===== src/rtl/centroid_tracker.sv =====
// Smooths the per-frame centre-of-mass into a tracked position with lock/loss status.
// A frame is judged present from its included-pixel count; updates happen once the divider has settled.
module centroid_tracker #(
  parameter int DIV_LATENCY = 32,
  parameter int MIN_PIXELS  = 64,
  parameter int LOST_FRAMES = 4,
  parameter int SHIFT       = 2
) (
  input  logic        clk,
  input  logic        reset,
  input  logic [10:0] x,
  input  logic [9:0]  y,
  input  logic        included,
  input  logic [9:0]  xCenter,
  input  logic [9:0]  yCenter,
  output logic [9:0]  xTrack,
  output logic [9:0]  yTrack,
  output logic [10:0] dx,
  output logic [10:0] dy,
  output logic        frameValid,
  output logic        locked,
  output logic        lost
);

  localparam int CW = (DIV_LATENCY > 1) ? $clog2(DIV_LATENCY) : 1;

  typedef enum logic [1:0] {IDLE, WAIT, UPDATE} state_t;

  state_t         state_q, state_d;
  logic [CW-1:0]  cd_q, cd_d;
  logic           fs_cond, fs_cond_q, fs, count_pix, do_update, present;
  logic [19:0]    cnt_q, cnt_d, cnt_l_q, cnt_l_d;
  logic [2:0]     miss_q, miss_d;
  logic [9:0]     trk_q [2];
  logic [9:0]     trk_d [2];
  logic [10:0]    dlt_q [2];
  logic [10:0]    dlt_d [2];
  logic [9:0]     ctr [2];
  logic [9:0]     smooth [2];
  logic           fv_q, fv_d, locked_q, locked_d, lost_q, lost_d;

  // Clearing the registered condition in reset lets a held (0,0) at release still produce an fs.
  assign fs_cond   = (x == 11'd0) && (y == 10'd0);
  assign fs        = fs_cond && !fs_cond_q;
  assign count_pix = included && (x < 11'd1024) && (y < 10'd786);
  assign present   = (cnt_l_q >= 20'(MIN_PIXELS));
  assign ctr[0]    = xCenter;
  assign ctr[1]    = yCenter;

  always_comb begin
    cnt_d   = cnt_q;
    cnt_l_d = cnt_l_q;
    if (fs) begin
      cnt_l_d = cnt_q;
      cnt_d   = {19'd0, count_pix};
    end else if (count_pix && cnt_q != 20'hFFFFF) begin
      cnt_d = cnt_q + 20'd1;
    end
  end

  always_comb begin
    state_d   = state_q;
    cd_d      = cd_q;
    do_update = 1'b0;
    case (state_q)
      IDLE: begin
        if (fs) begin
          state_d = WAIT;
          cd_d    = CW'(DIV_LATENCY - 1);
        end
      end
      WAIT: begin
        if (fs) begin
          cd_d = CW'(DIV_LATENCY - 1);
        end else if (cd_q == '0) begin
          state_d = UPDATE;
        end else begin
          cd_d = cd_q - 1'b1;
        end
      end
      UPDATE: begin
        do_update = 1'b1;
        if (fs) begin
          state_d = WAIT;
          cd_d    = CW'(DIV_LATENCY - 1);
        end else begin
          state_d = IDLE;
        end
      end
      default: state_d = IDLE;
    endcase
  end

  // Exponential smoothing per axis: floor-shifted error, clamped back into the 10-bit range.
  genvar gi;
  generate
    for (gi = 0; gi < 2; gi++) begin : g_axis
      logic signed [11:0] diff, step, sum;
      assign diff = $signed({2'b00, ctr[gi]}) - $signed({2'b00, trk_q[gi]});
      assign step = diff >>> SHIFT;
      assign sum  = $signed({2'b00, trk_q[gi]}) + step;
      assign smooth[gi] = sum[11] ? 10'd0 : ((sum > 12'sd1023) ? 10'd1023 : sum[9:0]);
    end
  endgenerate

  always_comb begin
    trk_d    = trk_q;
    dlt_d    = dlt_q;
    miss_d   = miss_q;
    locked_d = locked_q;
    lost_d   = lost_q;
    fv_d     = 1'b0;
    if (do_update) begin
      fv_d = 1'b1;
      if (present) begin
        miss_d = 3'd0;
        if (!locked_q) begin
          trk_d    = ctr;
          dlt_d[0] = 11'd0;
          dlt_d[1] = 11'd0;
          locked_d = 1'b1;
          lost_d   = 1'b0;
        end else begin
          trk_d    = smooth;
          dlt_d[0] = {1'b0, smooth[0]} - {1'b0, trk_q[0]};
          dlt_d[1] = {1'b0, smooth[1]} - {1'b0, trk_q[1]};
        end
      end else begin
        dlt_d[0] = 11'd0;
        dlt_d[1] = 11'd0;
        miss_d   = (miss_q >= 3'(LOST_FRAMES)) ? 3'(LOST_FRAMES) : miss_q + 3'd1;
        if (miss_d == 3'(LOST_FRAMES)) begin
          locked_d = 1'b0;
          lost_d   = 1'b1;
        end
      end
    end
  end

  always_ff @(posedge clk) begin
    if (reset) begin
      state_q   <= IDLE;
      cd_q      <= '0;
      fs_cond_q <= 1'b0;
      cnt_q     <= 20'd0;
      cnt_l_q   <= 20'd0;
      miss_q    <= 3'd0;
      trk_q[0]  <= 10'd360;
      trk_q[1]  <= 10'd240;
      dlt_q[0]  <= 11'd0;
      dlt_q[1]  <= 11'd0;
      fv_q      <= 1'b0;
      locked_q  <= 1'b0;
      lost_q    <= 1'b1;
    end else begin
      state_q   <= state_d;
      cd_q      <= cd_d;
      fs_cond_q <= fs_cond;
      cnt_q     <= cnt_d;
      cnt_l_q   <= cnt_l_d;
      miss_q    <= miss_d;
      trk_q     <= trk_d;
      dlt_q     <= dlt_d;
      fv_q      <= fv_d;
      locked_q  <= locked_d;
      lost_q    <= lost_d;
    end
  end

  assign xTrack     = trk_q[0];
  assign yTrack     = trk_q[1];
  assign dx         = dlt_q[0];
  assign dy         = dlt_q[1];
  assign frameValid = fv_q;
  assign locked     = locked_q;
  assign lost       = lost_q;

endmodule


===== config.mk =====
export PLATFORM = sky130hd
export DESIGN_NAME = centroid_tracker
export DESIGN_NICKNAME = d
export VERILOG_FILES = /design/src/rtl/centroid_tracker.sv
export SDC_FILE = /design/constraint.sdc
export NUM_CORES = 1
export LEC_CHECK = 0
export BUFFER_PORTS_ARGS = -buffer_cell sky130_fd_sc_hd__buf_2
export CAP_MARGIN = 20
export CORE_AREA = 2 2 107 109
export CTS_CLUSTER_SIZE = 16
export DETAILED_ROUTE_END_ITERATION = 12
export DIE_AREA = 0 0 109 111
export GPL_ROUTABILITY_DRIVEN = 0
export GPL_TIMING_DRIVEN = 0
export PLACE_DENSITY_LB_ADDON = 0.3
export SLEW_MARGIN = 20
export SYNTH_ARGS = -nofsm -noshare
export SYNTH_HDL_FRONTEND = slang
export SYNTH_SLANG_ARGS = --single-unit

===== constraint.sdc =====
create_clock -name clk -period 7.9 [get_ports clk]
set_input_delay 1.185 -clock clk [delete_from_list [all_inputs] [get_ports clk]]
set_output_delay 1.185 -clock clk [all_outputs]
set_load 0.01 [all_outputs]

### Yosys cells after proc, flatten, opt, wreduce, memory -nomap -nowiden

Index checks and enable logic that the tools add are counted.

| word-level totals | value |
|---|---|
| register bits after elaboration | 96 |
| input port bits | 44 |
| output and inout bits | 45 |
| logic and storage cells | 86 |

| operators by class | value |
|---|---|
| add/subtract/negate cells | 9 |
| order comparisons | 6 |
| eq/ne operators | 10 |
| multiplexer cells | 27 |
| reductions and logical operators | 20 |

Operators by type and width:

| cell | number |
|---|---|
| $mux W22 | 2 |
| $sub A10 B10 Y11 | 4 |
| $mux W10 | 4 |
| $add A11 B9 Y12 | 2 |
| $gt A12 B11 Y1 const B | 2 |
| $add A20 B1 Y20 const B | 1 |
| $ge A20 B7 Y1 const B | 1 |
| $mux W20 | 1 |
| $ne A20 B20 Y1 const B | 1 |
| $mux W5 | 3 |
| $logic_not A11 Y1 | 1 |
| $lt A11 B11 Y1 const B | 1 |
| $logic_not A10 Y1 | 1 |
| $lt A10 B10 Y1 const B | 1 |
| $mux W1 | 10 |
| $pmux W5 S2 | 1 |
| $reduce_and A3 Y1 | 3 |
| $ne A2 B2 Y1 const B | 4 |
| $mux W2 | 3 |
| $mux W3 | 2 |
| $pmux W2 S3 | 1 |
| $reduce_bool A2 Y1 | 3 |
| $logic_and A1 B1 Y1 | 5 |
| $logic_not A5 Y1 | 1 |
| other kinds (12) | 14 |

### Logic depth before layout (Yosys ltp)

Gate-level depths: netlist of run 1.

| logic depth | value |
|---|---|
| depth after elaboration | 8 |
| depth in mapped cells | 29 |
| gate-level depth less buffers | 29 |

### Worst setup path after synthesis of run 1

Ideal clock, no wire load.

| timing | value |
|---|---|
| path type | input to register |
| start | input port yCenter[2] |
| end | register dlt_q (netlist bit dy[9]) |
| setup time | 0.117 ns |
| arrival time | 6.427 ns |
| data required time | 7.783 ns |
| slack | 1.356 ns |
| stages on the path | 26 |
| path buffers | 1 |
| cell sequence | ha_1 a21o_1 a31o_2 a31o_1 and2_2 o21a_1 o21a_1 nor2_1 xnor2_1 ha_1 or3_1 o221a_2 a311oi_1 o21ai_0 and2_1 buf_2 a21oi_1 ha_1 nor2b_1 o21a_1 o21ai_0 a21oi_1 o211ai_1 a21boi_0 or3_1 a32o_1 |

| between the ends | value |
|---|---|
| word-level cells in the longest chain between the ends | 8 |

RTL lines:

| what | line | RTL |
|---|---|---|
| from (decl) | 15 | `input logic [9:0] yCenter,` |
| $sub A10 B10 Y11 * | 99 | `assign diff = $signed({2'b00, ctr[gi]}) - $signed({2'b00, trk_q[gi]});` |
| $add A11 B9 Y12 * | 101 | `assign sum = $signed({2'b00, trk_q[gi]}) + step;` |
| $gt A12 B11 Y1 | 102 | `assign smooth[gi] = sum[11] ? 10'd0 : ((sum > 12'sd1023) ? 10'd1023 : sum[9:0]);` |
| $mux W10 | 102 |  |
| $mux W10 * | 102 |  |
| $sub A10 B10 Y11 * | 126 | `dlt_d[1] = {1'b0, smooth[1]} - {1'b0, trk_q[1]};` |
| $mux W22 * | 117 | `if (!locked_q) begin` |
| $mux W22 * | 115 | `if (present) begin` |
| to (signal assigned) | 163 | `dlt_q <= dlt_d;` |
| to (decl) | 36 | `logic [10:0] dlt_q [2];` |

Mark *: on every way between the ends. The rest lies on a longest branch, timed or not.
A chain may end at the register's enable or synchronous reset.

### Worst setup path after layout of run 1

Same ends and word-level chain as after synthesis.

==> flow_summary.yaml, run 1 <==
status:
  outcome: "complete, no violations"
routing:
  first_pass_iters: 5
  wl_um: 17000
  routedWlPerCell_um: 16.9
  via_per_inst: 6.07
  drc: 0
  drtAntennaViolNets: 0
  vias: 6120
  drt_iter0_drc: 411
cts:
  post_cts_buffers: 0
  clk_latency_ns: 0.35
  cts_root_buffer: "clkbuf_16"
  htreeDepth: 3
  cts.path.max_buffers: 2
  cts_resized: 0
  cts_made_buffers: 9
  cts.sinks: 90
  cts_hold_buf: 0
  path_clk_slew_ns: 0.06
  cts_tree: "done"
floorplan:
  dieHeight_um: 111
  die_w_um: 109
  die_area_sq_mm: 0.0121
  core-area_sq_mm: 0.0111
  row_count: 39
  start_util_pct: 55.6
  top_level_ports: 89
global_routing:
  grt_pass1_vias: 6079
  gr-total-overflow: 0
  antenna_found_initial: 0
  grt_first_pass_wirelength_um: 27700
  grtUsageTotal_pct: 28.6
  grt_max_degree: 14
sta:
  fmax_mhz: 141
  hold_viol: 0
  fin_setup_tns_ns: 0
  fin_skew_ns: 0.00660
  slew_violations: 0
  relSlewSlack_pct: 46.1
  rsz0062_at_grt: "false"
  worst_slack_ns: 0.788
  finalCriticalPeriod_ns: 7.11
  worstMarginPinSlew_ns: 0.806
  period_share_pct: 90.0
  whs_ns: 0.450
  finalSetupViolations: 0
logic_synthesis:
  synthCells: 765
  synth_seq_cells: 90
  synth_ff_type: "dfxtp_1"
  syn_area_per_cell_sq_um: 8.06
  syn-num-nets: 879
  synth_area_sq_mm: 0.00616
  yosys_warnings: 0
  synthDistinctLibCells: 61
  async_flop_share_pct: 0
  seq_area_frac_synth_pct: 29.2
  synth-edff-count: 0
finish:
  num-fill-cells: 937
  utilization_pct: 63.8
  layout-drive-gt1-share_pct: 13.7
  fin_nets: 977
  diodes: 0
  syn_to_final_growth_pct: 14.7
power:
  power_w: 0.00113
  p_leak_nw: 3.00
  peakVddDrop_v: 0.000129
  p_per_area_mw_per_mm2: 159
placed_design:
  hpwl_um: 13100
  io_buffers: 87
  pre_cts_slack_ns: 0.534
flow_run:
  cap_violations: 0
worst_setup_path:
  critical_path.max_fanout: 10
  cp-start-kind: "input port"
  cp.required_ns: 8.14
  crit_type: "input port to flop"
  arrival_ns: 7.36
  rrSetupSlack_ns: 1.25
  cp-end-kind: "flop"
worst_hold_path:
  worstHoldPathType: "flop to flop"
-- where the power goes --
group	internal [W]	leakage (nW)	total [W]	switching, W
sequential	0.000454	0.725	0.000455	0.000000506
combinational	0.0000997	2.13	0.000236	0.000136
clock	0.000258	0.147	0.000437	0.000179
total	0.000812	3.00	0.00113	0.000316
-- path summary, 6_finish.rpt --
path | start | cells after the start | to
setup / recovery | yCenter[2] | 27 | dy[9]
hold / removal | dx[7] | 2 | dx[7]
setup reg to reg | xTrack[1] | 27 | dx[9]
hold reg to reg | dx[7] | 2 | dx[7]
-- critical path: stages --
cell and delay, ns:
buf_2 0.12, ha_1 0.33, a21o_1 0.19, a31o_2 0.25, a31o_1 0.26, and2_2 0.22
o21a_1 0.21, o21a_1 0.19, nor2_1 0.12, xnor2_1 0.08, ha_1 0.24, or3_1 0.36
o221a_2 0.28, a311oi_1 0.47, o21ai_0 0.23, and2_1 0.22, buf_2 0.19, a21oi_1 0.26
ha_1 0.29, nor2b_1 0.13, o21a_1 0.17, o21ai_0 0.31, a21oi_1 0.18, o211ai_1 0.18
a21boi_0 0.12, or3_1 0.31, a32o_1 0.24
-- Yosys cell counts, drive strengths merged, types with 6 or more instances --
library cell / instances / area, sq um
nor2: 128 / 480
dfxtp: 90 / 1800
ha: 66 / 826
a21oi: 56 / 284
o21ai: 42 / 210
nand2: 35 / 131
inv: 34 / 128
xnor2: 26 / 228
xor2: 23 / 201
clkbuf: 20 / 75.1
or3: 17 / 111
mux2i: 16 / 160
nor3: 15 / 75.1
nor2b: 14 / 87.6
o21a: 13 / 97.6
a31oi: 12 / 75.1
a311oi: 11 / 96.3
nand2b: 11 / 71.3
a21o: 10 / 75.1
and3: 10 / 67.6
nand3: 10 / 50.1
nor4: 10 / 62.6
o22ai: 9 / 56.3
nand4: 8 / 50.1
a22oi: 7 / 52.6
a211oi: 6 / 45.0
-- cell families (layout without fill, tap and decap cells) --
| group | count (synthesis) | after routing | share of synthesized area (%) |
|---|---|---|---|
| AO/OA/AOI/OAI | 199 | 199 | 20.6 |
| XOR/XNOR | 49 | 49 | 6.96 |
| adder cells (fa/ha/maj) | 70 | 70 | 14.7 |
| buffers and inverters | 59 | 160 | 3.65 |
| flip-flops | 90 | 90 | 29.2 |
| multiplexers | 16 | 16 | 2.60 |
| AND/OR/NAND/NOR | 282 | 282 | 22.2 |
-- through the flow --
stage	area (sq um)	std cells
6_report	7070	1009
5_1_grt	7070	1009
4_1_cts	7070	1009
3_5_place_dp	6780	995
3_3_place_gp	6780	995
2_1_floorplan	6160	765
-- layout by cell type, fill, tap and decap left out, types with 4 or more instances in the layout --
| master | count |
|---|---|
| a211oi_1 | 6 |
| a21o_1 | 10 |
| a21oi_1 | 55 |
| a22oi_1 | 7 |
| a311oi_1 | 11 |
| a31oi_1 | 12 |
| and2_1 | 4 |
| and3_1 | 9 |
| buf_2 | 90 |
| clkbuf_1 | 20 |
| clkbuf_16 | 9 |
| dfxtp_1 | 90 |
| fa_1 | 4 |
| ha_1 | 66 |
| inv_1 | 34 |
| mux2i_1 | 16 |
| nand2_1 | 35 |
| nand2b_1 | 10 |
| nand3_1 | 10 |
| nand4_1 | 8 |
| nor2_1 | 128 |
| nor2b_1 | 14 |
| nor3_1 | 15 |
| nor4_1 | 10 |
| o211ai_1 | 4 |
| o21a_1 | 13 |
| o21ai_0 | 42 |
| o21bai_1 | 4 |
| o22ai_1 | 9 |
| o31ai_1 | 5 |
| or3_1 | 16 |
| xnor2_1 | 26 |
| xor2_1 | 23 |
-- routing by layer --
metal,global-route usage [%],vias to the layer above,part of all wire (%)
li1,-,2947,-
met4,11.8,0,3.1
met1,35.6,2919,42
met3,3.06,48,5.4
met2,49.6,206,49
met5,0,-,0
-- cell type report --
type	count	area [sq um]	area share (%)
plain buffers	24	93.8	1.33
clock buffers	11	253	3.57
clock inverters	3	40.0	0.566
inverters	35	131	1.86
multi-input cells	616	4140	58.5
flip-flops and latches	90	1800	25.5
well taps	143	179	2.53
repair buffers	87	435	6.16
-- registers in the layout, indices dropped and copies added (netlist names), 2 cells and up --
name	cells
yTrack	10
dx	11
miss_q	3
xTrack	10
cnt_q	20
dy	11
state_q	2
cd_q	5
cnt_l_q	14
Power figures use the tool's default switching activity.
==> run 2: changes to the inputs <==
Settings changed: ABC_AREA set to 1, CORE_AREA 2 2 107 109 to 2 2 131 133, DIE_AREA 0 0 109 111 to 0 0 133 135, HOLD_SLACK_MARGIN set to 0.12.
==> flow_summary.yaml, run 2 <==
worst_setup_path:
  crit_path_max_incr_delay_ns: 0.43
  cp-startpoint: "xCenter[4]"
  ff2ff_path_depth: 30
  crit_type: "input port to flop"
  rrSetupSlack_ns: 2.94
  cp_slowest_cell: "fa_1"
  arrival_ns: 5.66
  cp-end-kind: "flop"
  cp.required_ns: 8.18
  crit_end: "dx[6]"
  cp-start-kind: "input port"
  critical_path.max_fanout: 10
  r2r-end: "dx[6]"
  crit_top_cell: "nand2_1"
  r2r-start: "xTrack[5]"
sta:
  hold_viol: 0
  slew_violations: 0
  fin_skew_ns: 0.00729
  finalCriticalPeriod_ns: 5.38
  worstMarginPinSlew_ns: 0.624
  worst_slack_ns: 2.52
  rsz0062_at_grt: "false"
  finalSetupViolations: 0
  fin_setup_tns_ns: 0
  period_share_pct: 68.1
  relSlewSlack_pct: 58.1
  whs_ns: 0.456
  fmax_mhz: 186
global_routing:
  grt_first_pass_wirelength_um: 32700
  gr-total-overflow: 0
  grt_max_degree: 15
  antenna_found_initial: 0
  grt_pass1_vias: 6853
  grtUsageTotal_pct: 22.4
power:
  peakVddDrop_v: 0.000115
  p_leak_nw: 4.17
  p_per_area_mw_per_mm2: 145
placed_design:
  pre_cts_slack_ns: 2.19
  io_buffers: 88
  place_inst: 1471
  placed_cell_area_sq_mm: 0.00801
  hpwl_um: 16000
finish:
  layout-drive-gt1-share_pct: 11.0
  largest_reg_flops: 20
  top_register: "cnt_q"
  finalInstanceArea_sq_mm: 0.00831
  num-fill-cells: 1677
  diodes: 0
  seqCellArea_sq_mm: 0.00180
  mostFrequentLayoutCells: "333 x nand2_1, 168 x inv_1, 131 x nor2_1"
  syn_to_final_growth_pct: 13.9
  multi_input_area_sq_mm: 0.00472
  fin_nets: 1376
  final_common_cell: "nand2_1"
  top_regs: "cnt_q (20), cnt_l_q (14)"
  instances_no_fill: 1487
logic_synthesis:
  synth_seq_cells: 90
  synth.area.top_cells: "dfxtp_1 25%, nand2_1 17%, ha_1 11%, inv_1 8.6%, a21oi_1 7.0%"
  async_flop_share_pct: 0
  synthCells: 1163
  syn-num-nets: 1277
  seq_area_frac_synth_pct: 24.7
  yosys.area.top_type: "dfxtp_1"
  synth_common_cells: "333 x nand2_1, 168 x inv_1, 131 x nor2_1"
  yosysTopAreaCellShare_pct: 24.7
  synthDistinctLibCells: 42
  synth-edff-count: 0
  synth_area_sq_mm: 0.00729
  yosysMostFrequentCell: "nand2_1"
  syn_area_per_cell_sq_um: 6.27
  synth_ff_type: "dfxtp_1"
  yosys_warnings: 0
cts:
  cts_resized: 0
  htreeDepth: 3
  post_cts_buffers: 0
  cts_hold_buf: 0
  cts_made_buffers: 9
  cts.path.max_buffers: 2
  cts_tree: "done"
  path_clk_slew_ns: 0.06
  cts_root_buffer: "clkbuf_16"
  cts.sinks: 90
  clk_latency_ns: 0.35
floorplan:
  core-area_sq_mm: 0.0164
  die_w_um: 133
  row_count: 47
  dieHeight_um: 135
  die_area_sq_mm: 0.0180
  start_util_pct: 44.4
  top_level_ports: 89
routing:
  vias: 7438
  routedWlPerCell_um: 13.2
  drtAntennaViolNets: 0
  wl_um: 19600
  via_per_inst: 5.00
  drt_iter0_drc: 416
  first_pass_iters: 5
  drc: 0
worst_hold_path:
  worstHoldPathType: "flop to flop"
status:
  outcome: "complete, no violations"
flow_run:
  cap_violations: 0
[run 2: routing by layer]
metal | track usage [%] | wire, um | vias up
li1 | - | - | 3894
met1 | 29.8 | 9260 | 3339
met2 | 37.6 | 9090 | 172
met3 | 2.78 | 864 | 33
met4 | 8.00 | 417 | 0
met5 | 0 | 0 | -
[run 2: power by group]
group	leakage [nW]	total [W]	switching (W)	internal, W
sequential	0.725	0.000455	0.00000100	0.000454
clock	0.143	0.000439	0.000185	0.000254
combinational	3.30	0.000306	0.000195	0.000111
[run 2: worst min path at each step]
stage | startpoint | end | slack, ns | cells past startpoint
floorplan | state_q[1] | state_q[1] | 0.42 | 1
global placement | state_q[1] | state_q[1] | 0.44 | 1
detailed placement | cnt_l_q[7] | cnt_l_q[7] | 0.44 | 2
CTS | cnt_l_q[7] | cnt_l_q[7] | 0.45 | 2
global route | cnt_l_q[7] | cnt_l_q[7] | 0.47 | 2
finish | cnt_l_q[7] | cnt_l_q[7] | 0.46 | 2
[run 2: cells by family (layout without fill, tap and decap cells)]
kind of cell	Yosys count	in the layout	synth area share, %
buffers and inverters	199	303	10.6
flip-flops	90	90	24.7
AND/OR/NAND/NOR	567	567	32.3
XOR/XNOR	47	47	6.16
adder cells (fa/ha/maj)	70	70	12.4
AO/OA/AOI/OAI	190	190	13.8
[run 2: area by class of cell]
type / instances / area share [%]
plain buffers: 27 / 1.51
inverters: 172 / 7.77
multi-input cells: 874 / 56.8
flip-flops and latches: 90 / 21.7
repair buffers: 88 / 5.30
clock inverters: 4 / 0.618
clock buffers: 12 / 2.97
well taps: 220 / 3.31
[run 2: metrics by stage]
stage / utilization [%] / total power [W]
2_1_floorplan: - / 0.000695
3_3_place_gp: 48.8 / 0.000766
3_5_place_dp: 48.8 / 0.000767
4_1_cts: 50.6 / 0.00121
5_1_grt: 50.6 / 0.00127
6_report: 50.6 / 0.00120
[run 2: critical path, delay by kind of cell]
family / cells / cell delay [ns]
buf+inv: 2 / 0.19
fa+ha+maj: 4 / 1.34
compound gates: 6 / 1.11
simple gates: 18 / 1.83
==> run 3: changes to the inputs <==
Settings changed: ABC_AREA 1 to 0, CORE_AREA 2 2 131 133 to 2 2 121 123, DIE_AREA 0 0 133 135 to 0 0 123 125.
Clock period 7.9 ns to 5.4 ns, I/O delays scaled along.
==> flow_summary.yaml, run 3 (synthesis gave the netlist of run 1 again) <==
status:
  outcome: "finished with violations"
  violations: "negative setup slack"
sta:
  worstMarginPinSlew_ns: 0.846
  fmax_mhz: 173
  fin_skew_ns: 0.00895
  rsz0062_at_grt: "true"
  hold_viol: 0
  finalSetupViolations: 8
  finalCriticalPeriod_ns: 5.77
  whs_ns: 0.452
  worst_slack_ns: -0.372
  relSlewSlack_pct: 43.4
  period_share_pct: 107
  slew_violations: 0
finish:
  fin_nets: 1036
  top_regs: "cnt_q (20), cnt_l_q (14)"
  utilization_pct: 57.6
  final_common_cell: "nor2_1"
  diodes: 0
  mostFrequentLayoutCells: "122 x nor2_1, 89 x dfxtp_1, 87 x buf_2"
  largest_reg_flops: 20
  syn_to_final_growth_pct: 32.6
  top_register: "cnt_q"
  layout-drive-gt1-share_pct: 27.4
  finalInstanceArea_sq_mm: 0.00818
worst_setup_path:
  crit_path_max_incr_delay_ns: 0.38
  crit_type: "input port to flop"
  cp-startpoint: "yCenter[2]"
  rrSetupSlack_ns: -0.32
  crit_top_cell: "o21a_1"
  crit_end: "dy[10]"
  cp-start-kind: "input port"
  cp-end-kind: "flop"
  r2r-end: "dy[10]"
  ff2ff_path_depth: 30
  crit_cells: 30
  crit_buf_inv: 3
  cp_slowest_cell: "a2111oi_4"
  cp.required_ns: 5.65
  r2r-start: "yTrack[1]"
  critical_path.max_fanout: 3
  cp_top_family: "compound AO/OA/AOI/OAI gates"
  arrival_ns: 6.02
routing:
  via_per_inst: 5.56
  routedWlPerCell_um: 16.0
  drtAntennaViolNets: 0
  drt_iter0_drc: 389
  drc: 0
  wl_um: 17800
  vias: 6179
  first_pass_iters: 5
power:
  p_leak_nw: 3.41
  peakVddDrop_v: 0.000144
  p_per_area_mw_per_mm2: 221
floorplan:
  top_level_ports: 89
  die_w_um: 123
  core-area_sq_mm: 0.0142
  die_area_sq_mm: 0.0154
  dieHeight_um: 125
  row_count: 44
  start_util_pct: 43.4
global_routing:
  gr-total-overflow: 0
  grt_first_pass_wirelength_um: 28200
  grt_pass1_vias: 5911
  antenna_found_initial: 0
  grtUsageTotal_pct: 22.8
  grt_max_degree: 15
placed_design:
  hpwl_um: 12600
  placed_cell_area_sq_mm: 0.00701
  pre_cts_slack_ns: -1.01
  io_buffers: 87
cts:
  cts_tree: "done"
  cts.sinks: 90
  cts_made_buffers: 9
  htreeDepth: 3
  cts.path.max_buffers: 2
  cts_root_buffer: "clkbuf_16"
  path_clk_slew_ns: 0.06
  clk_latency_ns: 0.34
worst_hold_path:
  worstHoldPathType: "flop to flop"
flow_run:
  cap_violations: 0
==> run 3: worst min-delay path by stage <==
| stage | from | endpoint | slack [ns] | cells past startpoint |
|---|---|---|---|---|
| 2_1_floorplan | cd_q[0] | cd_q[0] | 0.46 | 1 |
| 3_3_place_gp | dx[10] | dx[10] | 0.43 | 2 |
| 3_5_place_dp | dx[7] | dx[7] | 0.45 | 2 |
| 4_1_cts | dx[4] | dx[4] | 0.46 | 2 |
| 5_1_grt | dx[7] | dx[7] | 0.47 | 2 |
| 6_report | dx[10] | dx[10] | 0.45 | 2 |
==> run 3: final cells by class <==
cell class	instances	area (sq um)
fill	1220	6030
sequential	90	1800
timing repair buffer	147	936
multi-input combinational	616	4680
clock buffer	11	243
buffer	23	98.8
clock inverter	5	53.8
inverter	35	131
tap	184	230
==> run 3: through the flow <==
stage | setup TNS, ns | std cells | total power (W)
after global placement | -7.62 | 1036 | 0.00104
after global routing | -3.48 | 1111 | 0.00189
after floorplan | -1.06 | 765 | 0.000962
after detailed placement | -8.77 | 1036 | 0.00104
final | -1.32 | 1111 | 0.00180
after CTS | -1.18 | 1103 | 0.00176
==> run 3: where the power goes <==
group	leakage (nW)	switching [W]	internal, W
sequential	0.726	0.000000740	0.000664
combinational	2.54	0.000256	0.000253
clock	0.149	0.000260	0.000370
==> run 3: timing repair <==
| action | CTS | global route |
|---|---|---|
| hold endpoints to repair | 0 | 0 |
| setup endpoints to repair | 11 | 15 |
| resized for setup | 50 | 39 |
| hold buffers | 0 | 0 |
| setup buffers | 54 | 11 |
| pin swaps | 54 | 53 |
==> run 3: worst min-delay path: stages (launching register included) <==
cell	delay, ns
dfxtp_1	0.32
nand2_1	0.05
o31ai_1	0.05
==> run 3: routing by layer <==
layer	up-vias	wire, um	track usage [%]
met5	-	0	0
met4	0	409	7.95
met3	27	1090	2.87
met2	203	8350	37.6
met1	2877	7950	30.6
li1	3072	-	-
